**src/rtl/conv_encoder_k3_if.sv**
```systemverilog
// Handshake bundle between a bit source, the K=3 convolutional encoder and
// the symbol sink. The encoder connects through the slave modport.
interface conv_encoder_k3_if;
  logic       in_bit;
  logic       in_valid;
  logic       in_ready;
  logic [1:0] enc_pair;
  logic       out_valid;
  logic       out_ready;
  logic       out_last;

  modport master (
    output in_bit, in_valid, out_ready,
    input  in_ready, enc_pair, out_valid, out_last
  );

  modport slave (
    input  in_bit, in_valid, out_ready,
    output in_ready, enc_pair, out_valid, out_last
  );
endinterface

```
**src/rtl/conv_encoder_k3.sv**
```systemverilog
// Rate-1/2, K=3 convolutional encoder with two zero tail bits per frame and
// a single output holding register behind valid/ready handshakes.
module conv_encoder_k3 #(
  parameter int unsigned FRAME_LEN = 8,
  parameter logic [2:0]  G0        = 3'b111,
  parameter logic [2:0]  G1        = 3'b101
) (
  input  logic            clk,
  input  logic            rst_n,
  conv_encoder_k3_if.slave bus,
  output logic            busy
);

  localparam int unsigned CW = $clog2(FRAME_LEN + 1);

  typedef enum logic [1:0] {DATA, TAIL, DONE} state_e;

  state_e        state_q;
  logic [1:0]    sr_q;
  logic [CW-1:0] bit_cnt_q;
  logic          tail_cnt_q;
  logic [1:0]    pair_q;
  logic          valid_q;
  logic          last_q;
  logic          busy_q;

  logic slot_free;
  logic accept;
  logic consume;

  // Tap vector is {current bit, sr[0], sr[1]} to match generator bits [2:0].
  function automatic logic [1:0] encode(input logic d, input logic [1:0] sr);
    logic [2:0] taps;
    taps = {d, sr[0], sr[1]};
    return {^(taps & G0), ^(taps & G1)};
  endfunction

  assign slot_free    = !valid_q || bus.out_ready;
  assign bus.in_ready = (state_q == DATA) && slot_free;
  assign accept       = bus.in_valid && bus.in_ready;
  assign consume      = valid_q && bus.out_ready;

  assign bus.enc_pair  = pair_q;
  assign bus.out_valid = valid_q;
  assign bus.out_last  = last_q;
  assign busy          = busy_q;

  // NOTE: all state uses non-blocking assignments so every register samples
  // pre-edge values; a later load in the same block overrides the consume clear.
  always_ff @(posedge clk or negedge rst_n) begin
    if (!rst_n) begin
      state_q    <= DATA;
      sr_q       <= 2'b00;
      bit_cnt_q  <= '0;
      tail_cnt_q <= 1'b0;
      pair_q     <= 2'b00;
      valid_q    <= 1'b0;
      last_q     <= 1'b0;
      busy_q     <= 1'b0;
    end else begin
      if (consume) begin
        valid_q <= 1'b0;
        last_q  <= 1'b0;
      end

      unique case (state_q)
        DATA: begin
          if (accept) begin
            pair_q  <= encode(bus.in_bit, sr_q);
            valid_q <= 1'b1;
            busy_q  <= 1'b1;
            sr_q    <= {sr_q[0], bus.in_bit};
            if (bit_cnt_q == CW'(FRAME_LEN - 1)) begin
              bit_cnt_q <= '0;
              state_q   <= TAIL;
            end else begin
              bit_cnt_q <= bit_cnt_q + 1'b1;
            end
          end
        end

        TAIL: begin
          if (slot_free) begin
            pair_q     <= encode(1'b0, sr_q);
            valid_q    <= 1'b1;
            sr_q       <= {sr_q[0], 1'b0};
            tail_cnt_q <= ~tail_cnt_q;
            if (tail_cnt_q) begin
              last_q  <= 1'b1;
              state_q <= DONE;
            end
          end
        end

        DONE: begin
          if (consume && last_q) begin
            busy_q  <= 1'b0;
            sr_q    <= 2'b00;
            state_q <= DATA;
          end
        end

        default: state_q <= DATA;
      endcase
    end
  end

endmodule

```
**src/flat_wrapper.sv**
```systemverilog
// flat-port wrapper written by rule: the top's interface ports become plain ports
module conv_encoder_k3_flat 
#(
  parameter int unsigned FRAME_LEN = 8,
  parameter logic [2:0]  G0        = 3'b111,
  parameter logic [2:0]  G1        = 3'b101
)
  (clk, rst_n, busy, bus_in_bit, bus_in_valid, bus_out_ready, bus_in_ready, bus_enc_pair, bus_out_valid, bus_out_last);
  conv_encoder_k3_if bus_i ();
  input  logic clk;
  input  logic rst_n;
  output logic busy;
  input wire logic [$bits(bus_i.in_bit)-1:0] bus_in_bit;
  input wire logic [$bits(bus_i.in_valid)-1:0] bus_in_valid;
  input wire logic [$bits(bus_i.out_ready)-1:0] bus_out_ready;
  output wire logic [$bits(bus_i.in_ready)-1:0] bus_in_ready;
  output wire logic [$bits(bus_i.enc_pair)-1:0] bus_enc_pair;
  output wire logic [$bits(bus_i.out_valid)-1:0] bus_out_valid;
  output wire logic [$bits(bus_i.out_last)-1:0] bus_out_last;
  assign bus_i.in_bit = bus_in_bit;
  assign bus_i.in_valid = bus_in_valid;
  assign bus_i.out_ready = bus_out_ready;
  assign bus_in_ready = bus_i.in_ready;
  assign bus_enc_pair = bus_i.enc_pair;
  assign bus_out_valid = bus_i.out_valid;
  assign bus_out_last = bus_i.out_last;
  conv_encoder_k3 #(.FRAME_LEN(FRAME_LEN), .G0(G0), .G1(G1)) u_core (.clk(clk), .rst_n(rst_n), .bus(bus_i), .busy(busy));
endmodule
```
**config.mk**
```make
export PLATFORM = sky130hd
export DESIGN_NAME = conv_encoder_k3_flat
export DESIGN_NICKNAME = d
export VERILOG_FILES = /design/src/rtl/conv_encoder_k3_if.sv /design/src/rtl/conv_encoder_k3.sv /design/src/flat_wrapper.sv
export SDC_FILE = /design/constraint.sdc
export NUM_CORES = 1
export LEC_CHECK = 0
export CAP_MARGIN = 20
export CORE_UTILIZATION = 52
export DETAILED_ROUTE_END_ITERATION = 10
export GPL_ROUTABILITY_DRIVEN = 1
export PLACE_DENSITY = 0.84
export RECOVER_POWER = 25
export SETUP_SLACK_MARGIN = 0.2
export SYNTH_ARGS = -nofsm -noshare
export SYNTH_HDL_FRONTEND = slang
export SYNTH_SLANG_ARGS = --single-unit
```
**constraint.sdc**
```tcl
create_clock -name clk -period 2.2 [get_ports clk]
set_clock_uncertainty 0.15 [all_clocks]
set_input_delay 0.33 -clock clk [delete_from_list [all_inputs] [get_ports clk]]
set_output_delay 0.33 -clock clk [all_outputs]
set_load 0.02 [all_outputs]
```
**Word-level counts from Yosys, hierarchy flattened**

Index checks and enable logic that the tools add are counted.
W data, S select, Z words.

- Output and inout bits: 6
- Register bits: 14
- Logic and storage cells: 62
- Input port bits: 5

- Equality and inequality tests: 8
- Add/sub/neg operators: 1
- Reductions and logical operators: 20
- Muxes and demuxes: 24
- Bitwise logic cells: 1

Operators by type and width:

| operator | number |
|---|---|
| $mux W2 | 9 |
| $pmux W2 S3 | 2 |
| $reduce_xor A3 Y1 | 4 |
| $mux W1 | 9 |
| $ne A2 B1 Y1 const B | 4 |
| $reduce_and A3 Y1 | 2 |
| $reduce_and A5 Y1 | 1 |
| $add A4 B1 Y4 const B | 1 |
| $eq A4 B3 Y1 const B | 1 |
| $logic_and A1 B1 Y1 | 4 |
| $mux W4 | 1 |
| $pmux W1 S2 | 2 |
| $pmux W2 S2 | 1 |
| $reduce_and A2 Y1 | 2 |
| $reduce_and A4 Y1 | 1 |
| $reduce_bool A2 Y1 | 2 |
| $reduce_bool A3 Y1 | 1 |
| $eq A2 B1 Y1 const B | 1 |
| $eq A2 B2 Y1 const B | 1 |
| $logic_not A2 Y1 | 1 |
| $ne A2 B2 Y1 const B | 1 |
| $logic_not A1 Y1 | 1 |
| $logic_or A1 B1 Y1 | 1 |
| $not A1 Y1 | 1 |

**Longest topological paths before layout**

- Depth after elaboration: 6
- Gate-level depth with buffers: 7
- Mapped depth without buffers: 6

**Worst setup path after synthesis**

Ideal clock, no wire load.

- Path type: register -> register
- Start point: register u_core.state_q[0]
- End point: register u_core.state_q[0]
- Library setup time: 0.128 ns
- Cell stages (with the launch flop): 7
- Slack: 0.418 ns
- Path buffers: 1
- Required time: 1.922 ns
- Arrival time: 1.505 ns
- Clock period less this slack: 1.782 ns
- Path through: dfrtp_1 -> inv_1 -> ha_1 -> buf_2 -> a222oi_1 -> o21ai_1 -> mux2_1

- Longest elaborated chain between the ends: 5
- Elaborated cells on any way between the ends: 12
- Those cells by class: 7 x eq/ne; 1 x mux; 4 x reduce/logical

Ends and longest elaborated chain:

| what | RTL line | text |
|---|---|---|
| start, declared | conv_encoder_k3.sv:18 | `state_e state_q;` |
| start signal, assigned | conv_encoder_k3.sv:52 | `state_q <= DATA;` |
| start signal, assigned | conv_encoder_k3.sv:75 | `state_q <= TAIL;` |
| start signal, assigned | conv_encoder_k3.sv:90 | `state_q <= DONE;` |
| $logic_not A2 Y1 | conv_encoder_k3.sv:39, conv_encoder_k3.sv:66 |  |
| $logic_and A1 B1 Y1 | conv_encoder_k3.sv:39 | `assign bus.in_ready = (state_q == DATA) && slot_free;` |
| $logic_and A1 B1 Y1 | conv_encoder_k3.sv:40 | `assign accept = bus.in_valid && bus.in_ready;` |
| $ne A2 B1 Y1 (no line) | n/a |  |
| $reduce_and A5 Y1 (no line) | n/a |  |

Several ways; a longest one is shown, not always the timed one.
A chain may end at the register's enable or synchronous reset.

**Final worst setup path**

- Start point: register u_core.state_q[0]
- End point: output bus_in_ready

- Longest elaborated chain between the ends: 2

Ends and longest elaborated chain:

| what | RTL line | text |
|---|---|---|
| $logic_not A2 Y1 | conv_encoder_k3.sv:39 |  |
| $logic_and A1 B1 Y1 | conv_encoder_k3.sv:39 |  |
| end, declared | flat_wrapper.sv:16 | `output wire logic [$bits(bus_i.in_ready)-1:0] bus_in_ready;` |

Every way passes these cells.

==> impl_metrics.csv <==
group,metric,value,unit
run_status,outcome,"finished, final reports clean",
power,vdd.ir_drop.worst,297.5,uV
layout,post-route-util,0.7014,
placement,place_area,940.9,um2
sta,setup_tns,0,ns
global_routing,grt_usage,0.1974,
logic_synthesis,ys_seq_area_frac,0.4288,
logic_synthesis,synth_largest_area_cell,"dfrtp_1",
clocking,cts_buffer_depth,2,
sta,fin_crit_sh,0.8978,
global_routing,grt_max_degree,15,
clocking,cts_max_level,1,
sta,hold_viol_final,0,
logic_synthesis,synth_warnings,0,
global_routing,first_global_vias,582,
logic_synthesis,synthFlopType,"dfrtp_1",
clocking,clkTransAtPathRegs,0.08,ns
worst_hold_path,min_path_type,"input port to asynchronous set/reset pin",
routing,drt-total-wl,1478,um
layout,multi_input_area,425.4,um2
die,die_area,1734,um2
layout,final_layout_size_suffix_gt1_frac,0.1146,
sta,relSlewSlack,0.5669,
logic_synthesis,synthMostInstantiatedCell,"dfrtp_1",
clocking,cts_hold_buf,0,
critical_path,arrival,1.50,ns
logic_synthesis,syn-num-nets,94,
die,coreArea,1383,um2
clocking,cts_setup_buffers,0,
clocking,cts_sinks,14,
critical_path,start_kind,"flop",
critical_path,crit_fanout,5,
logic_synthesis,synth_area_leaders,"dfrtp_1 43%, ha_1 9.2%, mux2_1 5.5%",
logic_synthesis,synthArstFlopShare,1.000,
logic_synthesis,synth_area_per_cell,9.844,um2
logic_synthesis,synthTopCellsByCount,"14 x dfrtp_1, 7 x inv_1, 7 x nor2_1, 6 x ha_1, 5 x o21ai_0",
power,leakagePower,0.4572,nW
power,power.internal,330.3,uW
layout,syn2layout_area_growth,18.68,%
die,ios,11,
clocking,cts_tree,"done",
critical_path,worstPathRequired,1.72,ns
die,die_x,41.64,um
layout,num_antenna_cells,0,
sta,slew_violations,0,
clocking,clock_latency,0.28,ns
placement,numPortBuffers,10,
layout,ff_latch_area,350.3,um2
layout,nets,109,
global_routing,grt_pass1_wl,2594,um
clocking,numCtsBuffers,3,
critical_path,setup.worst_path.end_class,"primary output",
placement,place_congestion,0.7557,
routing,avgViaCountPerCell,5.595,
critical_path,critPathKind,"flop to primary output",
sta,fin_crit,1.975,ns
logic_synthesis,ys_seq_elements,14,
sta,clock.fmax,0.5063,GHz
routing,drtIter0Drc,21,
logic_synthesis,synth_cell_types,30,
sta,rsz0062_at_grt,"yes",
power,power.share.clock,0.342,
power,switching_share,0.2169,
flow_run,drv_cap,0,
die,num_rows,13,
layout,finalInstanceArea,969.7,um2
logic_synthesis,synthCells,83,
critical_path,r2r_start,"u_core.state_q[0]",
global_routing,overflow,0,
logic_synthesis,yosysTopAreaCellShare,0.4288,
power,pwr-share-comb,0.044,
power,switching_power,91.50,uW
critical_path,cp-startpoint,"u_core.state_q[0]",
die,fp.dieH,41.64,um
routing,drc,0,
routing,vias,621,
die,initial_core_util,0.5910,
logic_synthesis,synth_edf_count,0,
logic_synthesis,syn_area,817.0,um2
global_routing,antenna_found_initial,0,
sta,setup_violations,0,
routing,ant_nets,0,
routing,wl_per_cell,13.32,um
routing,first_pass_iters,4,
power,seqPwrFrac,0.614,
layout,fill_cells,99,
power,power.density,434.9,nW/um2
placement,dpl.hpwl,1108,um
clocking,root_buffer,"clkbuf_4",
sta,worst_slew_pin_slew,0.6476,ns
## worst max-delay path, stage by stage (launching register included)
cell,delay (ns)
dfrtp_1,0.42
inv_1,0.13
ha_2,0.24
and2_1,0.14
clkdlybuf4s15_1,0.29
## through the flow
stage / hold slack [ns] / total power, mW / setup WS [ns] / cells
6_report: 0.3611 / 0.4217 / 0.2248 / 111
5_1_grt: 0.3833 / 0.4395 / 0.1674 / 111
4_1_cts: 0.3056 / 0.4263 / 0.2086 / 111
3_5_place_dp: 0.3457 / 0.2832 / -0.01652 / 108
3_3_place_gp: 0.3376 / 0.2827 / 0.02221 / 108
2_1_floorplan: -0.1156 / 0.2685 / 0.4176 / 83
## cell families (layout without fill, tap and decap cells)
family                   count (synthesis)  after routing  share of synthesized area
buffers and inverters                   11             24                    0.05820
flip-flops                              14             14                     0.4288
AO/OA/AOI/OAI                           17             17                     0.1332
AND/OR/NAND/NOR                         25             25                     0.1639
XOR/XNOR                                 3              3                    0.03217
multiplexers                             7              7                    0.09188
adder cells (fa/ha/maj)                  6              6                    0.09188
## flip-flops by register name, summed over array words and instances, names as in the netlist
signal and cells:
u_core.bit_cnt_q 4, u_core.bus.enc_pair 2, u_core.sr_q 2, u_core.state_q 2, u_core.bus.out_last 1, u_core.bus.out_valid 1
u_core.busy 1, u_core.tail_cnt_q 1
## final timing paths
path | endpoint | slack, ns | cells past startpoint
setup / recovery | bus_in_ready | 0.22 | 4
hold reg to reg | u_core.bit_cnt_q[2] | 0.36 | 1
max in group asynchronous | u_core.bit_cnt_q[3] | 1.12 | 1
setup reg to reg | u_core.bit_cnt_q[3] | 0.29 | 6
hold / removal | u_core.bit_cnt_q[2] | 0.36 | 1
min in group clk | u_core.bit_cnt_q[2] | 0.36 | 1
## placed cells by master (no fill, tap or decap), types with 4 or more instances in the layout
master | synthesis | final
dfrtp_1 | 14 | 14
clkdlybuf4s50_1 | 0 | 8
inv_1 | 7 | 7
nor2_1 | 7 | 7
o21ai_0 | 5 | 5
nand2_1 | 4 | 4
mux2_1 | 4 | 4
ha_1 | 6 | 4
## power by group through the flow
stage          combinational (mW)  clock [mW]  sequential, mW
4_1_cts                    0.0194       0.148           0.259
2_1_floorplan             0.00462           0           0.264
6_report                   0.0187       0.144           0.259
3_5_place_dp               0.0192           0           0.264
3_3_place_gp               0.0188           0           0.264
5_1_grt                    0.0214       0.159           0.259
## timing repair
action	4_1_cts	5_1_grt
resized for setup	2	3
cloned	0	0
endpoints found under the hold margin	0	0
endpoints found under the setup margin	1	4
## layout make-up
type                    count  share of cell area
repair buffers             13              0.1265
well taps                  15             0.01935
inverters                   8             0.03097
flip-flops and latches     14              0.3613
multi-input cells          58              0.4387
clock buffers               3             0.02323
## metal layers
| layer | share of wire | global-route usage |
|---|---|---|
| met1 | 0.47 | 0.2571 |
| met2 | 0.48 | 0.3125 |
| met3 | 0.028 | 0.02609 |
| met4 | 0.028 | 0.1161 |
| met5 | 0 | 0 |
(Power assumes the default switching activity.)
